File: src/rtl/fifo_rd_packer.sv
// rtl/fifo_rd_packer.sv - packs popped async-FIFO entries into wide output words
//
// Read-side consumer for the async FIFO, running in the read clock domain.
// It pops DATA_WIDTH entries and packs PACK_NUM of them into one registered
// word. Lanes are little-endian: entry k of a word lands in lane k.
//
// Optional feature: define FIFO_RD_FLUSH_EN to emit a partial word after
// TIMEOUT_CYC idle cycles. Without it, a partial word waits indefinitely.
//
// Ports:
//   rd_clk         read-domain clock
//   rd_rstn        asynchronous active-low reset
//   fifo_rd_ready  pop request to the FIFO
//   fifo_rd_valid  a pop happened this cycle
//   fifo_rd_data   FIFO head data, meaningful when fifo_rd_valid=1
//   out_valid      packed word valid
//   out_ready      downstream accepts the packed word
//   out_data       packed word, lane 0 in the low bits
//   out_bytes      number of valid lanes in out_data
module fifo_rd_packer #(
  parameter int DATA_WIDTH  = 8,
  parameter int PACK_NUM    = 4,
  parameter int CNT_WIDTH   = 2,
  parameter int TIMEOUT_CYC = 16,
  parameter int TMR_WIDTH   = 5
) (
  input  logic                           rd_clk,
  input  logic                           rd_rstn,
  output logic                           fifo_rd_ready,
  input  logic                           fifo_rd_valid,
  input  logic [DATA_WIDTH-1:0]          fifo_rd_data,
  output logic                           out_valid,
  input  logic                           out_ready,
  output logic [PACK_NUM*DATA_WIDTH-1:0] out_data,
  output logic [CNT_WIDTH:0]             out_bytes
);

  localparam logic [CNT_WIDTH-1:0] LAST_LANE  = CNT_WIDTH'(PACK_NUM - 1);
  localparam logic [CNT_WIDTH:0]   PACK_BYTES = (CNT_WIDTH + 1)'(PACK_NUM);

  typedef enum logic [1:0] {
    IDLE  = 2'd0,
    FILL  = 2'd1,
    FLUSH = 2'd2
  } state_t;

  state_t                         state_q, state_d;
  logic [CNT_WIDTH-1:0]           cnt_q, cnt_d;
  logic [PACK_NUM*DATA_WIDTH-1:0] buf_q, buf_d;
  logic                           out_valid_q, out_valid_d;
  logic [PACK_NUM*DATA_WIDTH-1:0] out_data_q, out_data_d;
  logic [CNT_WIDTH:0]             out_bytes_q, out_bytes_d;
  logic                           pop;
  logic [PACK_NUM*DATA_WIDTH-1:0] buf_w;

`ifdef FIFO_RD_FLUSH_EN
  localparam logic [TMR_WIDTH-1:0] TMO = TMR_WIDTH'(TIMEOUT_CYC);
  logic [TMR_WIDTH-1:0] tmr_q, tmr_d;
`endif

  assign out_valid = out_valid_q;
  assign out_data  = out_data_q;
  assign out_bytes = out_bytes_q;

  always_comb begin
    state_d     = state_q;
    cnt_d       = cnt_q;
    buf_d       = buf_q;
    out_valid_d = out_valid_q;
    out_data_d  = out_data_q;
    out_bytes_d = out_bytes_q;

    // The completing pop is only allowed when the output slot is free or
    // being drained this cycle, so an unaccepted word is never overwritten.
    fifo_rd_ready = (state_q != FLUSH) &&
                    ((cnt_q != LAST_LANE) || !out_valid_q || out_ready);
    pop = fifo_rd_valid && fifo_rd_ready;

    // Buffer with the current entry dropped into lane cnt_q.
    buf_w = buf_q;
    for (int i = 0; i < PACK_NUM; i++) begin
      if (cnt_q == CNT_WIDTH'(i)) begin
        buf_w[i*DATA_WIDTH +: DATA_WIDTH] = fifo_rd_data;
      end
    end

    if (out_valid_q && out_ready) begin
      out_valid_d = 1'b0;
    end

    if (state_q == FLUSH) begin
      out_data_d  = buf_q;
      out_bytes_d = {1'b0, cnt_q};
      out_valid_d = 1'b1;
      cnt_d       = '0;
      buf_d       = '0;
      state_d     = IDLE;
    end else if (pop) begin
      if (cnt_q == LAST_LANE) begin
        // A load in the same cycle as an accept simply replaces the word.
        out_data_d  = buf_w;
        out_bytes_d = PACK_BYTES;
        out_valid_d = 1'b1;
        cnt_d       = '0;
        buf_d       = '0;
        state_d     = IDLE;
      end else begin
        buf_d   = buf_w;
        cnt_d   = cnt_q + 1'b1;
        state_d = FILL;
      end
    end

`ifdef FIFO_RD_FLUSH_EN
    tmr_d = tmr_q;
    if ((state_q == FLUSH) || pop || (cnt_q == '0)) begin
      tmr_d = '0;
    end else if (tmr_q != TMO) begin
      tmr_d = tmr_q + 1'b1;
    end
    // Only start a flush on a cycle without a pop, so the buffer being
    // flushed is exactly what is registered when FLUSH is entered.
    if ((state_q != FLUSH) && !pop && (tmr_q == TMO) &&
        (!out_valid_q || out_ready)) begin
      state_d = FLUSH;
    end
`endif
  end

  always_ff @(posedge rd_clk or negedge rd_rstn) begin
    if (!rd_rstn) begin
      state_q     <= IDLE;
      cnt_q       <= '0;
      buf_q       <= '0;
      out_valid_q <= 1'b0;
      out_data_q  <= '0;
      out_bytes_q <= '0;
`ifdef FIFO_RD_FLUSH_EN
      tmr_q       <= '0;
`endif
    end else begin
      state_q     <= state_d;
      cnt_q       <= cnt_d;
      buf_q       <= buf_d;
      out_valid_q <= out_valid_d;
      out_data_q  <= out_data_d;
      out_bytes_q <= out_bytes_d;
`ifdef FIFO_RD_FLUSH_EN
      tmr_q       <= tmr_d;
`endif
    end
  end

endmodule

File: config.mk
export PLATFORM = sky130hd
export DESIGN_NAME = fifo_rd_packer
export DESIGN_NICKNAME = d
export VERILOG_FILES = /design/src/rtl/fifo_rd_packer.sv
export SDC_FILE = /design/constraint.sdc
export NUM_CORES = 1
export LEC_CHECK = 0
export CAP_MARGIN = 25
export CORE_MARGIN = 5
export CORE_UTILIZATION = 40
export CTS_BUF_LIST = sky130_fd_sc_hd__clkbuf_4
export DETAILED_ROUTE_END_ITERATION = 6
export PLACE_DENSITY = 0.72
export SLEW_MARGIN = 20
export SYNTH_ARGS = -nofsm -noshare
export SYNTH_HDL_FRONTEND = slang
export SYNTH_SLANG_ARGS = --single-unit
File: constraint.sdc
create_clock -name rd_clk -period 1.9 [get_ports rd_clk]
set_clock_uncertainty 0.15 [all_clocks]
set_input_delay 0.19 -clock rd_clk [delete_from_list [all_inputs] [get_ports rd_clk]]
set_output_delay 0.19 -clock rd_clk [all_outputs]
set_load 0.05 [all_outputs]
# --- Yosys cells after proc, flatten, opt, wreduce, memory -nomap -nowiden ---
# Cells that the tools add are included.
totals:
  register_bits: 72
  inputBits: 12
  output_inout_bits: 37
  elab_cells: 46
op_classes:
  n_addsub: 1
  n_eq_ne: 6
  muxes: 23
  reduce_logical: 10
ops:
  columns: ["op", "count"]
  rows:
  - ["$mux 32", 6]
  - ["$mux 8", 4]
  - ["$mux 2", 5]
  - ["$mux 3", 3]
  - ["$eq 2x2->1 const B", 3]
  - ["$mux 1", 5]
  - ["$ne 2x2->1 const B", 2]
  - ["$reduce_bool 2->1", 2]
  - ["$logic_and 1x1->1", 3]
  - ["$add 2x1->2 const B", 1]
  - ["$eq 2x1->1 const B", 1]
  - ["$logic_not 2->1", 1]
  - ["$logic_or 1x1->1", 2]
  - ["$reduce_and 2->1", 1]
  - ["$logic_not 1->1", 1]

# --- Depth between registers and ports, before layout ---
depth:
  ltp_word: 7
  ltp_mapped: 7
  depth_no_buf: 5

# --- Worst setup path after synthesis ---
# Ideal clock, no wire load.
synth_path:
  path_kind: "flip-flop to flip-flop"
  start: "reg out_valid_q, in the netlist out_valid"
  end: "reg cnt_q[1]"
  setup_time_ps: 125
  arrival_time_ps: 1893
  required_ps: 1625
  slack_ps: -268
  path_stages_with_launch: 4
  path_buffers: 0
  path_cell_list: "dfrtp_1 nand3b_1 nand2_1 mux2_2"
synth_via:
  elab_chain_cells: 6
synth_rtl:
  columns: ["element", "line_no", "text"]
  rows:
  - ["from (decl)", "50", "logic out_valid_q, out_valid_d;"]
  - ["from (signal assigned)", "145", "out_valid_q <= out_valid_d;"]
  - ["$logic_not 1->1", "76", "((cnt_q != LAST_LANE) || !out_valid_q || out_ready);"]
  - ["$logic_or 1x1->1 (2 in a row)", "76", null]
  - ["$logic_and 1x1->1", "75", "fifo_rd_ready = (state_q != FLUSH) &&"]
  - ["via fifo_rd_ready", "29", "output logic fifo_rd_ready,"]
  - ["$logic_and 1x1->1", "77", "pop = fifo_rd_valid && fifo_rd_ready;"]
  - ["$reduce_bool 2->1 (no line)", null, null]
  - ["to (signal assigned)", "143", "cnt_q <= cnt_d;"]
  - ["to (decl)", "48", "logic [CNT_WIDTH-1:0] cnt_q, cnt_d;"]
# The timed path passes the listed nets, and every way through them passes these cells.
# A chain may end at the register's enable or synchronous reset.

# --- Worst setup path in the final report ---
layout_path:
  start: "reg cnt_q[1]"
  end: "out fifo_rd_ready"
layout_via:
  elab_chain_cells: 4
layout_rtl:
  columns: ["element", "line_no"]
  rows:
  - ["$ne 2x2->1", "76"]
  - ["$logic_or 1x1->1 (2 in a row)", "76"]
  - ["$logic_and 1x1->1", "75"]
  - ["to (decl)", "29"]
# No other way between the ends.

==> results.yml <==
status:
  status: "complete, no violations"
timing:
  drv_slew: 0
  period_minus_slack_ns: 1.787
  setup_violations: 0
  rsz0062_at_grt: "no"
  fmax_mhz: 559.7
  worst_pin_slew_ns: 0.5588
  hold_viol: 0
  post-route-period-util: 0.9403
  maxSlewHeadroom: 0.6275
power:
  switching_share: 0.4395
  pwr-share-clk: 0.118
  intPower_uw: 4180
  comb_power_share: 0.581
  ir_drop_v: 0.0009546
  p_leak_uw: 0.001775
  p_seq_frac: 0.301
  powerDensity_nw_per_um2: 2040
  power.switching_uw: 3278
global_route:
  antenna_found_initial: 0
  grt_util_met2: 0.2189
  grt_first_pass_wirelength_um: 9853
  grt_max_degree: 26
  grt_pass1_vias: 1926
  grt-busiest-layer: "met2"
  met1_usage: 0.1891
  grt_usage: 0.1447
  overflow: 0
  grt_use_met3: 0.04926
run:
  cap_violations: 0
floorplanning:
  core_um2: 7214
  die_w_um: 95.87
  rows: 31
  start_util: 0.4088
  die_h_um: 95.87
  design.die.area_um2: 9190
  io_pins: 49
worst_setup_path:
  critPathKind: "reg -> out"
  timing.rr.end: "out_data[15]"
  cp.required_ns: 1.56
  rr_worst_depth: 7
  worstSetupEndpointType: "output pin"
  reg2reg_slack_ns: 0.14
  crit_arrival_ns: 1.45
  r2r-start: "cnt_q[1]"
  cp-start-kind: "register"
  critPathMaxFanout: 3
detailed_routing:
  ant_nets: 0
  vias_per_cell: 5.028
  drcViolationCount: 0
  num_vias: 1956
  drt_iter0_drc: 74
  finalWirelength_um: 6020
  drtPass1Iterations: 4
  routedWlPerCell_um: 15.48
yosys:
  synth_cells: 227
  synth_area_per_cell_um2: 12.99
  synthesis.area_um2: 2949
  ys.warnings.count: 0
  synth_seq_cells: 60
  yosysSeqAreaShare: 0.5091
  post_synth_num_cell_types: 24
placement:
  io_buffers: 46
  gp_congestion: 0.7841
  postPlaceCellArea_um2: 3518
  post-dp-hpwl_um: 4292
  dp_cells: 370
clocking:
  cts-buffers-inserted: 9
  clk_latency_ns: 0.40
  cts_num_sinks: 60
  cts_root_buf: "clkbuf_4"
  clk_path_buf_depth: 2
  h-tree-depth: 3
  tritoncts: "done"
  clkTransAtPathRegs_ns: 0.11
layout:
  n_antenna_cell: 0
  final_area_um2: 3656
  drive_above_1_share: 0.3069
  final_nets: 301
  instances_no_fill: 389
  area_delta_synth_final_pct: 23.97
hold_path:
  hp-class: "in -> async"
## power by group through the flow
stage / Sequential [uW] / Clock [uW] / Combinational (uW)
6_report: 2250 / 882 / 4330
5_1_grt: 2340 / 967 / 4650
4_1_cts: 2260 / 907 / 4350
3_5_place_dp: 2290 / 0 / 4450
3_3_place_gp: 2270 / 0 / 4380
2_1_floorplan: 3430 / 0 / 2160
## cell type report
type	count	area [um2]
clock buffer	9	67.56
clock inverter	7	67.56
fill	663	3558
inverter	3	11.26
multi-input combinational	147	1292
sequential	60	1503
tap	99	123.9
timing repair buffer	64	590.6
## cells in the final DEF (no fill, tap or decap), types with 3 or more instances in the layout
cell / synthesis / layout
clkbuf_4: 0 / 9
a21oi_1: 25 / 25
dfrtp_1: 60 / 59
inv_1: 3 / 3
a21o_1: 24 / 24
buf_12: 3 / 5
clkdlybuf4s50_1: 0 / 10
o2bb2ai_1: 24 / 24
dlygate4sd2_1: 0 / 18
nor2b_1: 24 / 24
buf_4: 5 / 29
ha_1: 4 / 3
mux2_4: 31 / 32
## flip-flops by register name, indices dropped and copies added, names as in the netlist
name / flops
out_data: 32
buf_q: 24
cnt_q: 2
out_bytes: 1
out_valid: 1
## worst max-delay path by stage
stage,from,end,cells past startpoint
6_report,cnt_q[1],fifo_rd_ready,3
5_1_grt,cnt_q[0],fifo_rd_ready,3
4_1_cts,cnt_q[0],fifo_rd_ready,3
3_5_place_dp,out_ready,out_data[31],5
3_3_place_gp,out_ready,out_data[31],5
2_1_floorplan,cnt_q[0],cnt_q[1],5
## cells by family after synthesis
group | synth area share
flip-flops | 0.5091
adder cells (fa/ha/maj) | 0.01697
multiplexers | 0.1655
other | 0.001272
AND/OR/NAND/NOR | 0.07340
buffers and inverters | 0.05685
AO/OA/AOI/OAI | 0.1769
## Yosys cell counts
master / n / share of area
dfrtp_1: 60 / 0.51
mux2_4: 31 / 0.16
a21oi_1: 25 / 0.042
a21o_1: 24 / 0.061
nor2b_1: 24 / 0.051
o2bb2ai_1: 24 / 0.071
buf_2: 5 / 0.0085
buf_4: 5 / 0.013
ha_1: 4 / 0.017
buf_12: 3 / 0.020
clkbuf_1: 3 / 0.0038
inv_1: 3 / 0.0038
and2_1: 2 / 0.0042
buf_6: 2 / 0.0076
mux2_2: 2 / 0.0076
nand2_1: 2 / 0.0025
a31oi_1: 1 / 0.0021
and2_0: 1 / 0.0021
conb_1: 1 / 0.0013
nand2_2: 1 / 0.0021
nand2b_1: 1 / 0.0021
nand3b_1: 1 / 0.0025
nor2b_4: 1 / 0.0047
or2_2: 1 / 0.0021
## metal layers
layer / wire length, um / up-vias
met5: 0 / -
met4: 80 / 0
met3: 325 / 9
met2: 2789 / 47
met1: 2825 / 970
li1: - / 930
## critical path, cell delays in order (launching register included)
cell and delay (ns):
dfrtp_1 0.43, ha_2 0.22, nand3b_1 0.17, buf_4 0.23
## through the flow
step	total power [uW]	util	worst slack, ns	hold WS [ns]	TNS, ns
after floorplan	5581	-	-0.1034	-0.2556	-1.183
after global placement	6648	0.4877	0.08955	0.06526	0
after detailed placement	6742	0.4877	0.07780	0.06692	0
after CTS	7517	0.5047	0.04193	0.1584	0
after global routing	7958	0.5068	0.02038	0.1874	0
final	7458	0.5068	0.1134	0.1517	0
## timing repair
| item | in CTS | in global routing |
|---|---|---|
| endpoints found under the hold margin | 24 | 0 |
| hold buffers | 1 | 0 |
| gates cloned | 0 | 0 |
| gates resized for setup | 18 | 0 |
| pin swaps | 0 | 0 |
| setup endpoints to repair | 18 | 1 |
| setup buffers | 0 | 2 |
(Power assumes the default switching activity.)
